<file path="src/rtl/ex_mem_pipe_stage_if.sv">
// EX->MEM stage bus: upstream valid/ready channel, downstream head entry,
// flush control and the forwarding tap.
interface ex_mem_pipe_stage_if #(
  parameter int DATA_W = 32,
  parameter int REG_AW = 5,
  parameter int CTRL_W = 3
) ();
  logic              flush;
  logic              in_valid;
  logic              in_ready;
  logic [CTRL_W-1:0] in_ctrl;
  logic [DATA_W-1:0] in_alu;
  logic [DATA_W-1:0] in_wdata;
  logic [REG_AW-1:0] in_wreg;
  logic              out_valid;
  logic              out_ready;
  logic [CTRL_W-1:0] out_ctrl;
  logic [DATA_W-1:0] out_alu;
  logic [DATA_W-1:0] out_wdata;
  logic [REG_AW-1:0] out_wreg;
  logic              fwd_valid;
  logic [REG_AW-1:0] fwd_reg;
  logic [DATA_W-1:0] fwd_data;
  logic [1:0]        occupancy;

  modport master (
    output flush, in_valid, in_ctrl, in_alu, in_wdata, in_wreg, out_ready,
    input  in_ready, out_valid, out_ctrl, out_alu, out_wdata, out_wreg,
           fwd_valid, fwd_reg, fwd_data, occupancy
  );

  modport slave (
    input  flush, in_valid, in_ctrl, in_alu, in_wdata, in_wreg, out_ready,
    output in_ready, out_valid, out_ctrl, out_alu, out_wdata, out_wreg,
           fwd_valid, fwd_reg, fwd_data, occupancy
  );
endinterface

</file>
<file path="src/rtl/ex_mem_pipe_stage.sv">
// EX->MEM pipeline register with a one-entry skid buffer so in_ready is a pure
// register output; supports flush-to-bubble and a forwarding tap on the head.
module ex_mem_pipe_stage #(
  parameter int DATA_W = 32,
  parameter int REG_AW = 5,
  parameter int CTRL_W = 3
) (
  input logic                clk,
  input logic                rst,
  ex_mem_pipe_stage_if.slave bus
);

  typedef struct packed {
    logic [CTRL_W-1:0] ctrl;
    logic [DATA_W-1:0] alu;
    logic [DATA_W-1:0] wdata;
    logic [REG_AW-1:0] wreg;
  } entry_t;

  typedef enum logic [1:0] {
    EMPTY = 2'd0,
    ONE   = 2'd1,
    FULL  = 2'd2
  } state_t;

  state_t state_q, state_d;
  entry_t main_q, main_d;
  entry_t skid_q, skid_d;
  entry_t in_entry;
  logic   main_valid, skid_valid;
  logic   acc, pop;

  always_comb begin
    in_entry.ctrl  = bus.in_ctrl;
    in_entry.alu   = bus.in_alu;
    in_entry.wdata = bus.in_wdata;
    in_entry.wreg  = bus.in_wreg;
  end

  assign main_valid = (state_q != EMPTY);
  assign skid_valid = (state_q == FULL);

  assign bus.in_ready = !skid_valid && !rst;
  assign acc          = bus.in_valid && bus.in_ready;
  assign pop          = main_valid && bus.out_ready;

  always_comb begin
    state_d = state_q;
    main_d  = main_q;
    skid_d  = skid_q;
    unique case (state_q)
      EMPTY: begin
        if (acc) begin
          main_d  = in_entry;
          state_d = ONE;
        end
      end
      ONE: begin
        if (acc && pop) begin
          main_d = in_entry;
        end else if (acc) begin
          skid_d  = in_entry;
          state_d = FULL;
        end else if (pop) begin
          state_d = EMPTY;
        end
      end
      FULL: begin
        if (pop) begin
          main_d  = skid_q;
          state_d = ONE;
        end
      end
      default: state_d = EMPTY;
    endcase
    // Flush only drops validity; payload registers keep their last contents.
    if (bus.flush) begin
      state_d = EMPTY;
      main_d  = main_q;
      skid_d  = skid_q;
    end
  end

  always_ff @(posedge clk) begin
    if (rst) begin
      state_q <= EMPTY;
      main_q  <= '0;
      skid_q  <= '0;
    end else begin
      state_q <= state_d;
      main_q  <= main_d;
      skid_q  <= skid_d;
    end
  end

  // Bubbles present all-zero control so they can never write a register or memory.
  assign bus.out_valid = main_valid;
  assign bus.out_ctrl  = main_valid ? main_q.ctrl : '0;
  assign bus.out_alu   = main_q.alu;
  assign bus.out_wdata = main_q.wdata;
  assign bus.out_wreg  = main_q.wreg;

  assign bus.fwd_valid = main_valid && main_q.ctrl[0] && (main_q.wreg != '0);
  assign bus.fwd_reg   = main_q.wreg;
  assign bus.fwd_data  = main_q.alu;
  assign bus.occupancy = {1'b0, main_valid} + {1'b0, skid_valid};

endmodule

</file>
<file path="src/flat_wrapper.sv">
// flat-port wrapper written by rule: the top's interface ports become plain ports
module ex_mem_pipe_stage_flat 
#(
  parameter int DATA_W = 32,
  parameter int REG_AW = 5,
  parameter int CTRL_W = 3
)
  (clk, rst, bus_flush, bus_in_valid, bus_in_ctrl, bus_in_alu, bus_in_wdata, bus_in_wreg, bus_out_ready, bus_in_ready, bus_out_valid, bus_out_ctrl, bus_out_alu, bus_out_wdata, bus_out_wreg, bus_fwd_valid, bus_fwd_reg, bus_fwd_data, bus_occupancy);
  ex_mem_pipe_stage_if #(.DATA_W(DATA_W), .REG_AW(REG_AW), .CTRL_W(CTRL_W)) bus_i ();
  input logic clk;
  input logic rst;
  input wire logic [$bits(bus_i.flush)-1:0] bus_flush;
  input wire logic [$bits(bus_i.in_valid)-1:0] bus_in_valid;
  input wire logic [$bits(bus_i.in_ctrl)-1:0] bus_in_ctrl;
  input wire logic [$bits(bus_i.in_alu)-1:0] bus_in_alu;
  input wire logic [$bits(bus_i.in_wdata)-1:0] bus_in_wdata;
  input wire logic [$bits(bus_i.in_wreg)-1:0] bus_in_wreg;
  input wire logic [$bits(bus_i.out_ready)-1:0] bus_out_ready;
  output wire logic [$bits(bus_i.in_ready)-1:0] bus_in_ready;
  output wire logic [$bits(bus_i.out_valid)-1:0] bus_out_valid;
  output wire logic [$bits(bus_i.out_ctrl)-1:0] bus_out_ctrl;
  output wire logic [$bits(bus_i.out_alu)-1:0] bus_out_alu;
  output wire logic [$bits(bus_i.out_wdata)-1:0] bus_out_wdata;
  output wire logic [$bits(bus_i.out_wreg)-1:0] bus_out_wreg;
  output wire logic [$bits(bus_i.fwd_valid)-1:0] bus_fwd_valid;
  output wire logic [$bits(bus_i.fwd_reg)-1:0] bus_fwd_reg;
  output wire logic [$bits(bus_i.fwd_data)-1:0] bus_fwd_data;
  output wire logic [$bits(bus_i.occupancy)-1:0] bus_occupancy;
  assign bus_i.flush = bus_flush;
  assign bus_i.in_valid = bus_in_valid;
  assign bus_i.in_ctrl = bus_in_ctrl;
  assign bus_i.in_alu = bus_in_alu;
  assign bus_i.in_wdata = bus_in_wdata;
  assign bus_i.in_wreg = bus_in_wreg;
  assign bus_i.out_ready = bus_out_ready;
  assign bus_in_ready = bus_i.in_ready;
  assign bus_out_valid = bus_i.out_valid;
  assign bus_out_ctrl = bus_i.out_ctrl;
  assign bus_out_alu = bus_i.out_alu;
  assign bus_out_wdata = bus_i.out_wdata;
  assign bus_out_wreg = bus_i.out_wreg;
  assign bus_fwd_valid = bus_i.fwd_valid;
  assign bus_fwd_reg = bus_i.fwd_reg;
  assign bus_fwd_data = bus_i.fwd_data;
  assign bus_occupancy = bus_i.occupancy;
  ex_mem_pipe_stage #(.DATA_W(DATA_W), .REG_AW(REG_AW), .CTRL_W(CTRL_W)) u_core (.clk(clk), .rst(rst), .bus(bus_i));
endmodule
</file>
<file path="config.mk">
export PLATFORM = sky130hd
export DESIGN_NAME = ex_mem_pipe_stage_flat
export DESIGN_NICKNAME = d
export VERILOG_FILES = /design/src/rtl/ex_mem_pipe_stage_if.sv /design/src/rtl/ex_mem_pipe_stage.sv /design/src/flat_wrapper.sv
export SDC_FILE = /design/constraint.sdc
export NUM_CORES = 1
export LEC_CHECK = 0
export BUFFER_PORTS_ARGS = -buffer_cell sky130_fd_sc_hd__buf_2
export CAP_MARGIN = 5
export CORE_MARGIN = 2
export CORE_UTILIZATION = 56
export DETAILED_ROUTE_END_ITERATION = 8
export GPL_TIMING_DRIVEN = 0
export MAX_ROUTING_LAYER = met4
export PLACE_DENSITY = 0.95
export SKIP_CTS_REPAIR_TIMING = 1
export SKIP_LAST_GASP = 1
export SYNTH_ARGS = -nofsm -noshare
export SYNTH_HDL_FRONTEND = slang
export SYNTH_SLANG_ARGS = --single-unit
</file>
<file path="constraint.sdc">
create_clock -name clk -period 3.98 [get_ports clk]
set_input_delay 0.398 -clock clk [delete_from_list [all_inputs] [get_ports clk]]
set_output_delay 0.398 -clock clk [all_outputs]
set_load 0.02 [all_outputs]
</file>
==> results of run 1 <==
## layout by cell type, fill, tap and decap left out, types with 2 or more instances in the layout
master,count
inv_8,3
nand2b_1,2
inv_1,3
inv_6,4
a211oi_1,74
a21oi_1,73
nor2_1,75
dfxtp_1,146
buf_4,106
nand2_1,145
nor2b_1,6
clkbuf_1,35
mux2i_1,72
buf_2,210
clkbuf_16,17
clkinvlp_4,5
## power by group
part | switching [mW] | internal [mW] | leakage (nW) | total [mW]
logic | 0.226 | 0.185 | 2.70 | 0.411
clock network | 0.669 | 0.834 | 0.262 | 1.50
registers | 0.0301 | 1.50 | 1.19 | 1.53
## synthesized netlist by cell type (all sizes together)
cell / count / area [µm²]
ha: 1 / 12.5
nor3b: 1 / 7.51
clkbuf: 35 / 131
nor2b: 6 / 37.5
nand3: 1 / 5.00
or4: 1 / 7.51
dfxtp: 146 / 2920
nor3: 1 / 5.00
o41ai: 1 / 16.3
nand2b: 2 / 12.5
inv: 3 / 11.3
o21a: 1 / 7.51
o21ai: 1 / 5.00
nand2: 145 / 544
and3: 1 / 6.26
or4bb: 1 / 11.3
a211oi: 74 / 556
nor4: 1 / 6.26
mux2i: 72 / 721
a21oi: 73 / 365
nor2: 75 / 282
buf: 126 / 896
## through the flow
stage / setup slack (ps) / instance area (µm²) / total power, mW
finish: 1370 / 8260 / 3.45
global placement: 1480 / 7700 / 1.96
CTS: 1360 / 8260 / 3.45
global route: 1210 / 8260 / 3.57
detailed placement: 1450 / 7700 / 1.98
floorplan: 2060 / 6570 / 1.83
## how the worst max path moves through the flow
stage,to,slack (ps)
after floorplan,bus_in_ready,2060
after global placement,u_core.bus.fwd_data[22],1480
after detailed placement,u_core.bus.fwd_data[15],1450
after CTS,bus_occupancy[0],1360
after global routing,bus_occupancy[0],1210
final,bus_occupancy[0],1370
## final cells by class
cell class                 count  area (µm²)
buffer                       161        1030
clock buffer                  18         439
clock inverter                14         120
fill                         904        3160
inverter                       3        11.3
multi-input combinational    458        2610
sequential                   146        2920
tap                          143         179
timing repair buffer         190         951
## routing by layer
layer | up-vias | part of all wire, % | global-route usage (%)
met5 | - | 0 | -
li1 | 2908 | - | -
met4 | 0 | 2.6 | 9.35
met3 | 35 | 5.8 | 4.70
met2 | 208 | 49 | 42.8
met1 | 2701 | 43 | 32.4
## logic make-up (layout without fill, tap and decap cells)
group           count (synthesis)  count (layout)  share of synthesized area (%)
compound gates                150             150                           14.5
fa+ha+maj                       1               1                          0.190
buf+inv                       164             386                           15.8
flops                         146             146                           44.5
mux                            72              72                           11.0
simple gates                  235             235                           14.1
## tightest hold or removal path, delay by kind of cell
kind / cells / cell delay (ps)
buffers and inverters: 1 / 100
AND/OR/NAND/NOR: 1 / 50
AO/OA/AOI/OAI: 1 / 50
==> metrics.md, run 1 <==
| Metric | Value |
|---|---|
| Status | complete, no violations |
| Fmax | 383 MHz |
| Pwr Density | 417 mW/mm² |
| Core ar. | about 0.011 mm² |
| Share of cells above drive strength 1 | 35.3% |
| Port Buf Inserts | between 150 and 200 |
| Distinct cells, synth | 23 |
| Post-synthesis register bit count | 146 |
| Flop-to-flop setup slack | 1710 ps |
| Leak pwr | 4.14 nW |
| Max cap viols | 0 |
| Finished Layout Cells | 1133 |
| Max FFs per register | 72 |
| Post-Syn Nets | 846 |
| Total gr overflow | 0 |
| RSZ-0062 raised after global routing | no |
| Endpoint type of the worst setup path | primary output |
| Post-layout util | between 70% and 80% |
| Vias per inst | 5.17 |
| First-pass GRT wire length | 25900 µm |
| Max clock buf depth | 2 |
| Clk sinks | 146 |
| Dpl cells | approximately 1100 |
| Worst R2R Path Depth | 4 |
| Final period utilization | 65.6% |
| Total global-route track usage | a little over a quarter |
| CTS HTree Levels | 4 |
| Setup TNS | 0 ps |
| Worst-margin pin slew | around 1100 ps |
| Vias | between 5000 and 6000 |
| Register area share after synthesis | 44.5% |
| Skew final | slightly below 9 ps |
| Reg2reg start | u_core.state_q[1] |
| Worst-path clk slew | 70 ps |
| Most common cell on crit path | buf_2 |
| Die ar. | 0.0126 mm² |
| WHS Path Cells | 3 |
| Effective utilization at floorplan | 57.5% |
| Reg2reg end | u_core.bus.fwd_data[28] |
| Worst min path class | in -> reg |
| Initial antenna violation count | 0 |
| Pins Over Slew Limit | 0 |
| Crit path depth | 7 |
| Die H | 112 µm |
| Largest net degree at the start of global routing | 17 |
| Final ANT Viol Nets | 0 |
| Setup Viol. Count Final | 0 |
| Clock latency on the worst-skew pair | roughly 410 ps |
| CP top delay family | buffers and inverters |
| CP peak stage delay | 380 ps |
| Final WL | 16500 µm |
| Min-Delay Endpoint | u_core.skid_q[47] |
| Arr. time, crit path | 2210 ps |
| Peak VDD IR | 0.261 mV |
| Critical-path top delay cell | dfxtp_1 |
| Crit path launch type | register |
| Synth Cell Area | 0.00657 mm² |
| Via count of the first global-routing pass | 5336 |
| DRT Pass-1 Iters | 6 |
| Row cnt | 39 |
| Detailed Place HPWL | 12100 µm |
| Worst hold slack | 234 ps |
| DRT iter0 DRCs | 402 |
| DRC | 0 |
| Hold path start | bus_in_alu[10] |
| TritonCTS Buffers | 17 |
| Top Ports | 191 |
| Buf/Inv on CP | 5 |
| Ant. Diodes | 0 |
| Ys Warns | 0 |
| Biggest register | u_core.skid_q |
| Critical Path RT | between 3000 and 4000 ps |
| Area grow syn2layout | 25.7% |
| CP Class | reg -> out |
| Rel. slew slack | 28.6% |
| Routability cong. | a little over 0.8 |
| Wire per inst | 14.6 µm |
| CTS tree | yes |
| Die width | 112 µm |
| Final Hold Fails | 0 |
| Fin nets | roughly 1100 |
| Worst-path cell chain | nand2b_1 > clkbuf_1 > buf_2 > buf_2 > ha_1 > inv_1 > buf_2 |
| Syn_area_per_cell | around 8.6 µm² |
| Post-Syn Instances | 768 |
| CP Max Fanout | 10 |
| Crit path from | u_core.state_q[0] |
| Clk root buf | clkbuf_16 |
| Minimum clock period after layout | 2610 ps |
No activity file was read; power rests on OpenSTA's default activity.
==> run 2: changes to the inputs <==
Settings changed: CORE_UTILIZATION 56 to 52, PLACE_DENSITY 0.95 to 0.91.
Clock period 3.98 ns to 2.7 ns, I/O delays scaled along.
==> metrics.md, run 2 (synthesis results as in run 1) <==
| Metric | Value |
|---|---|
| Status | complete, no violations (unchanged) |
| DRT Pass-1 Iters | 5 (was 6) |
| Pwr Density | 603 mW/mm² (was 417 mW/mm²) |
| Share of cells above drive strength 1 | 34.7% (was 35.3%) |
| Die ar. | 0.0135 mm² (was 0.0126 mm²) |
| Most frequent cells in the layout | 210 x buf_2, 146 x dfxtp_1, 145 x nand2_1 (unchanged) |
| Area grow syn2layout | 25.8% (was 25.7%) |
| Vias per inst | 5.09 (was 5.17) |
| Detailed Place HPWL | 12200 µm (was 12100 µm) |
| Worst-path clk slew | 60 ps (was 70 ps) |
| Vias | 5911 (was 5852) |
| Top Ports | 191 (unchanged) |
| TritonCTS Buffers | 17 (unchanged) |
| First-pass GRT wire length | 26200 µm (was 25900 µm) |
| Arr. time, crit path | 2260 ps (was 2210 ps) |
| Effective utilization at floorplan | 52.7% (was 57.5%) |
| Finished Layout Cells | 1162 (was 1133) |
| Design Power | 4.98 mW (was 3.45 mW) |
| Most common cell after layout, fill and taps aside | buf_2 (unchanged) |
| Worst min path class | in -> reg (unchanged) |
| Total gr overflow | 0 (unchanged) |
| Largest net degree at the start of global routing | 17 (unchanged) |
| Minimum clock period after layout | 2530 ps |
| Max cap viols | 0 (unchanged) |
| GR Util met3 | 5.40% (was 4.70%) |
| Leak pwr | 4.15 nW (was 4.14 nW) |
| Rel. slew slack | 37.6% (was 28.6%) |
| Total global-route track usage | 25.7% (was 26.1%) |
| Worst-margin pin slew | 927 ps (was 1060 ps) |
| Max clock buf depth | 2 (unchanged) |
| Met1 GRT Util | 30.5% (was 32.4%) |
| Dpl cells | 1130 (was 1101) |
| Clock latency on the worst-skew pair | 420 ps (was 410 ps) |
| Biggest register | u_core.skid_q (unchanged) |
| Row cnt | 41 (was 39) |
| Die H | 116 µm (was 112 µm) |
| Pins Over Slew Limit | 0 (unchanged) |
| DRT iter0 DRCs | 458 (was 402) |
| CTS tree | yes (unchanged) |
| CP Class | reg -> out (unchanged) |
| Most Crowded Layer GR | met2 (unchanged) |
| RSZ-0062 raised after global routing | no (unchanged) |
| Endpoint type of the worst setup path | primary output (unchanged) |
| Fmax | 395 MHz |
| Via count of the first global-routing pass | 5463 (was 5336) |
| Max FFs per register | 72 (unchanged) |
| Final period utilization | about 94% |
| DRC | 0 (unchanged) |
| Setup TNS | 0 ps (unchanged) |
| Fin nets | 1055 (unchanged) |
| Port Buf Inserts | 190 (unchanged) |
| Critical Path RT | 2430 ps (was 3580 ps) |
| Clk root buf | clkbuf_16 (unchanged) |
| Final ANT Viol Nets | 0 (unchanged) |
| Core ar. | 0.0125 mm² (was 0.0114 mm²) |
| CP Max Fanout | 10 (unchanged) |
| Crit path launch type | register (unchanged) |
| Die width | 116 µm (was 112 µm) |
| Final WL | 16900 µm (was 16500 µm) |
| Initial antenna violation count | 1 (was 0) |
| GR Layer Usage met2 | 41.7% (was 42.8%) |
| Final Hold Fails | 0 (unchanged) |
| CTS HTree Levels | 4 (unchanged) |
| Wire per inst | 14.5 µm (was 14.6 µm) |
| Setup Viol. Count Final | 0 (unchanged) |
| Peak VDD IR | 0.352 mV (was 0.261 mV) |
| Clk sinks | 146 (unchanged) |
| Routability cong. | 0.807 (was 0.812) |
| Skew final | 8.61 ps (was 8.66 ps) |
| Fillcell total | 1032 (was 904) |
## run 2: worst paths after layout
| check | depth (start not counted) | slack [ps] | start | endpoint |
|---|---|---|---|---|
| worst max-delay path | 7 | 170 | u_core.state_q[0] | bus_occupancy[0] |
| worst min-delay path | 2 | 90 | bus_flush | u_core.state_q[1] |
| worst max register to register | 4 | 490 | u_core.state_q[1] | u_core.bus.fwd_data[10] |
| worst min register to register | 2 | 450 | u_core.skid_q[19] | u_core.skid_q[19] |
## run 2: cell type report
| type | count | area (µm²) | area share [%] |
|---|---|---|---|
| multi-input cells | 458 | 2610 | 31.6 |
| inverters | 3 | 11.3 | 0.136 |
| well taps | 172 | 215 | 2.60 |
| clock inverters | 5 | 28.8 | 0.348 |
| plain buffers | 161 | 1030 | 12.4 |
| repair buffers | 190 | 951 | 11.5 |
| clock buffers | 25 | 495 | 6.00 |
| flip-flops and latches | 146 | 2920 | 35.4 |
| diodes | 2 | 5.00 | 0.0606 |
## run 2: power breakdown
| part | switching [mW] | internal [mW] |
|---|---|---|
| sequential | 0.0432 | 2.22 |
| clock | 0.858 | 1.26 |
| combinational | 0.334 | 0.272 |
| total | 1.24 | 3.75 |
## run 2: through the flow
step | cell area [µm²] | utilization (%) | setup slack, ps | hold slack [ps]
6_report | 8260 | 66.3 | 171 | 88.0
5_1_grt | 8260 | 66.3 | 66.8 | 97.9
4_1_cts | 8260 | 66.3 | 153 | 72.3
3_5_place_dp | 7730 | 62.0 | 350 | 446
3_3_place_gp | 7730 | 62.0 | 318 | 440
2_1_floorplan | 6570 | - | 904 | 347
## run 2: worst max-delay path: stages (launching register included)
cell and delay, ps:
dfxtp_1 390, nand2b_1 120, clkbuf_1 130, buf_2 310, buf_2 350, ha_1 280
inv_1 70, buf_2 160
## run 2: per-layer routing
metal  share of wire [%]  wire, µm
met5                   0         0
met4                 2.9       490
met3                 5.8       972
met2                  50      8340
met1                  42      7040
==> run 3: changes to the inputs <==
Settings changed: CORE_ASPECT_RATIO from default to 0.75, TNS_END_PERCENT from default to 5.
==> metrics.md, run 3 (synthesis results as in run 1) <==
| Metric | Value |
|---|---|
| Status | complete, no violations (unchanged) |
| DRT iter0 DRCs | 262 (was 458) |
| Share of cells above drive strength 1 | 35.1% (was 34.7%) |
| CTS HTree Levels | 4 (unchanged) |
| Crit path launch type | register (unchanged) |
| Vias per inst | 5.04 (was 5.09) |
| Flop-to-flop setup slack | 480 ps (was 490 ps) |
| Met1 WL | 7460 µm (was 7040 µm) |
| Leak pwr | 4.15 nW (about the same) |
| CP Class | reg -> out (unchanged) |
| Endpoint type of the worst setup path | primary output (unchanged) |
| Die H | 101 µm (was 116 µm) |
| Worst min path class | in -> reg (unchanged) |
| Clk sinks | 146 (unchanged) |
| Via count of the first global-routing pass | 5387 (was 5463) |
| Skew final | 8.94 ps (was 8.61 ps) |
| Final WL | 16800 µm (was 16900 µm) |
| Die width | 134 µm (was 116 µm) |
| Setup TNS | 0 ps (unchanged) |
| Met2 WL | 7930 µm (was 8340 µm) |
| Largest net degree at the start of global routing | 17 (unchanged) |
| Area grow syn2layout | 25.9% (was 25.8%) |
| Worst-margin pin slew | 971 ps (was 927 ps) |
| Core ar. | 0.0123 mm² (was 0.0125 mm²) |
| Routability cong. | 0.867 (was 0.807) |
| Max cap viols | 0 (unchanged) |
| Arr. time, crit path | 2190 ps (was 2260 ps) |
| Detailed Place HPWL | 12100 µm (was 12200 µm) |
| Pins Over Slew Limit | 0 (unchanged) |
| TritonCTS Buffers | 17 (unchanged) |
| Die ar. | 0.0136 mm² (was 0.0135 mm²) |
| Most frequent cells in the layout | 210 x buf_2, 146 x dfxtp_1, 145 x nand2_1 (unchanged) |
| Setup Viol. Count Final | 0 (unchanged) |
| Max clock buf depth | 2 (unchanged) |
| Port Buf Inserts | 190 (unchanged) |
| Max FFs per register | 72 (unchanged) |
| Final Hold Fails | 0 (unchanged) |
| Biggest register | u_core.skid_q (unchanged) |
| Fin nets | 1055 (unchanged) |
| DRT Pass-1 Iters | 7 (was 5) |
| Effective utilization at floorplan | 53.4% (was 52.7%) |
| Initial antenna violation count | 1 (unchanged) |
| Wire per inst | 14.6 µm (was 14.5 µm) |
| Fmax | 407 MHz (was 395 MHz) |
| First-pass GRT wire length | 26200 µm (about the same) |
| Pwr Density | 607 mW/mm² (was 603 mW/mm²) |
| RSZ-0062 raised after global routing | no (unchanged) |
| Rel. slew slack | 34.5% (was 37.6%) |
| Vias | 5825 (was 5911) |
| Final period utilization | 91.0% (was 93.7%) |
| Row cnt | 35 (was 41) |
| Critical Path RT | 2430 ps (about the same) |
| Most common cell after layout, fill and taps aside | buf_2 (unchanged) |
| Final ANT Viol Nets | 0 (unchanged) |
| Metal3 WL | 1080 µm (was 972 µm) |
| Worst-path clk slew | 60 ps (about the same) |
| Total global-route track usage | 25.3% (was 25.7%) |
| Total gr overflow | 0 (unchanged) |
| Top Ports | 191 (unchanged) |
| Pre-CTS WS | 252 ps (was 350 ps) |
| Clock latency on the worst-skew pair | 410 ps (was 420 ps) |
| DRC | 0 (unchanged) |
| Peak VDD IR | 0.459 mV (was 0.352 mV) |
| Uppermost routed layer | met4 (unchanged) |
| Clk root buf | clkbuf_16 (unchanged) |
| CP Max Fanout | 10 (unchanged) |
| Final setup margin | 242 ps (was 171 ps) |
| Minimum clock period after layout | 2460 ps (was 2530 ps) |
| CTS tree | yes (unchanged) |
[run 3: changes by cell type in the layout (fill, tap and decap cells not counted), sizes merged]
cell	previous run	this run
clkbuf	60	57
clkinv	5	7
clkinvlp	0	2
diode	2	1
[run 3: metrics by stage]
| stage | instances | hold slack, ps | power (mW) | instance area (µm²) | utilization, % |
|---|---|---|---|---|---|
| floorplan | 768 | 347 | 2.70 | 6570 | - |
| global placement | 1124 | 440 | 2.90 | 7730 | 62.8 |
| detailed placement | 1124 | 446 | 2.91 | 7730 | 62.8 |
| CTS | 1155 | 96.0 | 5.03 | 8270 | 67.2 |
| global route | 1156 | 106 | 5.20 | 8270 | 67.2 |
| finish | 1156 | 103 | 5.02 | 8270 | 67.2 |
[run 3: path summary, 6_finish.rpt]
path,startpoint,to,depth (start not counted)
hold / removal,bus_in_wdata[16],u_core.skid_q[21],3
setup reg to reg,u_core.state_q[1],u_core.bus.fwd_data[21],4
setup / recovery,u_core.state_q[0],bus_occupancy[0],7
hold reg to reg,u_core.skid_q[11],u_core.skid_q[11],2
[run 3: final cells by class]
type                       count  area, µm²
multi-input combinational    458       2610
tap                          166        208
clock inverter                 9       57.6
fill                        1006       4030
antenna                        1       2.50
buffer                       161       1030
timing repair buffer         190        951
sequential                   146       2920
clock buffer                  22        484
inverter                       3       11.3
[run 3: where the power goes]
part           leakage [nW]  internal (mW)  total, mW  switching, mW
Sequential             1.19           2.22       2.26         0.0451
Clock                 0.268           1.26       2.15          0.892
Combinational          2.70          0.272      0.605          0.332
[run 3: per-layer routing]
layer	GRT usage, %	vias up
met5	-	-
met4	8.76	0
met3	4.95	34
met2	40.7	195
met1	32.2	2696
li1	-	2900
[run 3: critical path, stage by stage, from the launching register on]
cell      delay, ps
dfxtp_1         390
nand2b_1        120
clkbuf_1        120
buf_2           290
buf_2           350
ha_1            280
inv_1            60
buf_2           160
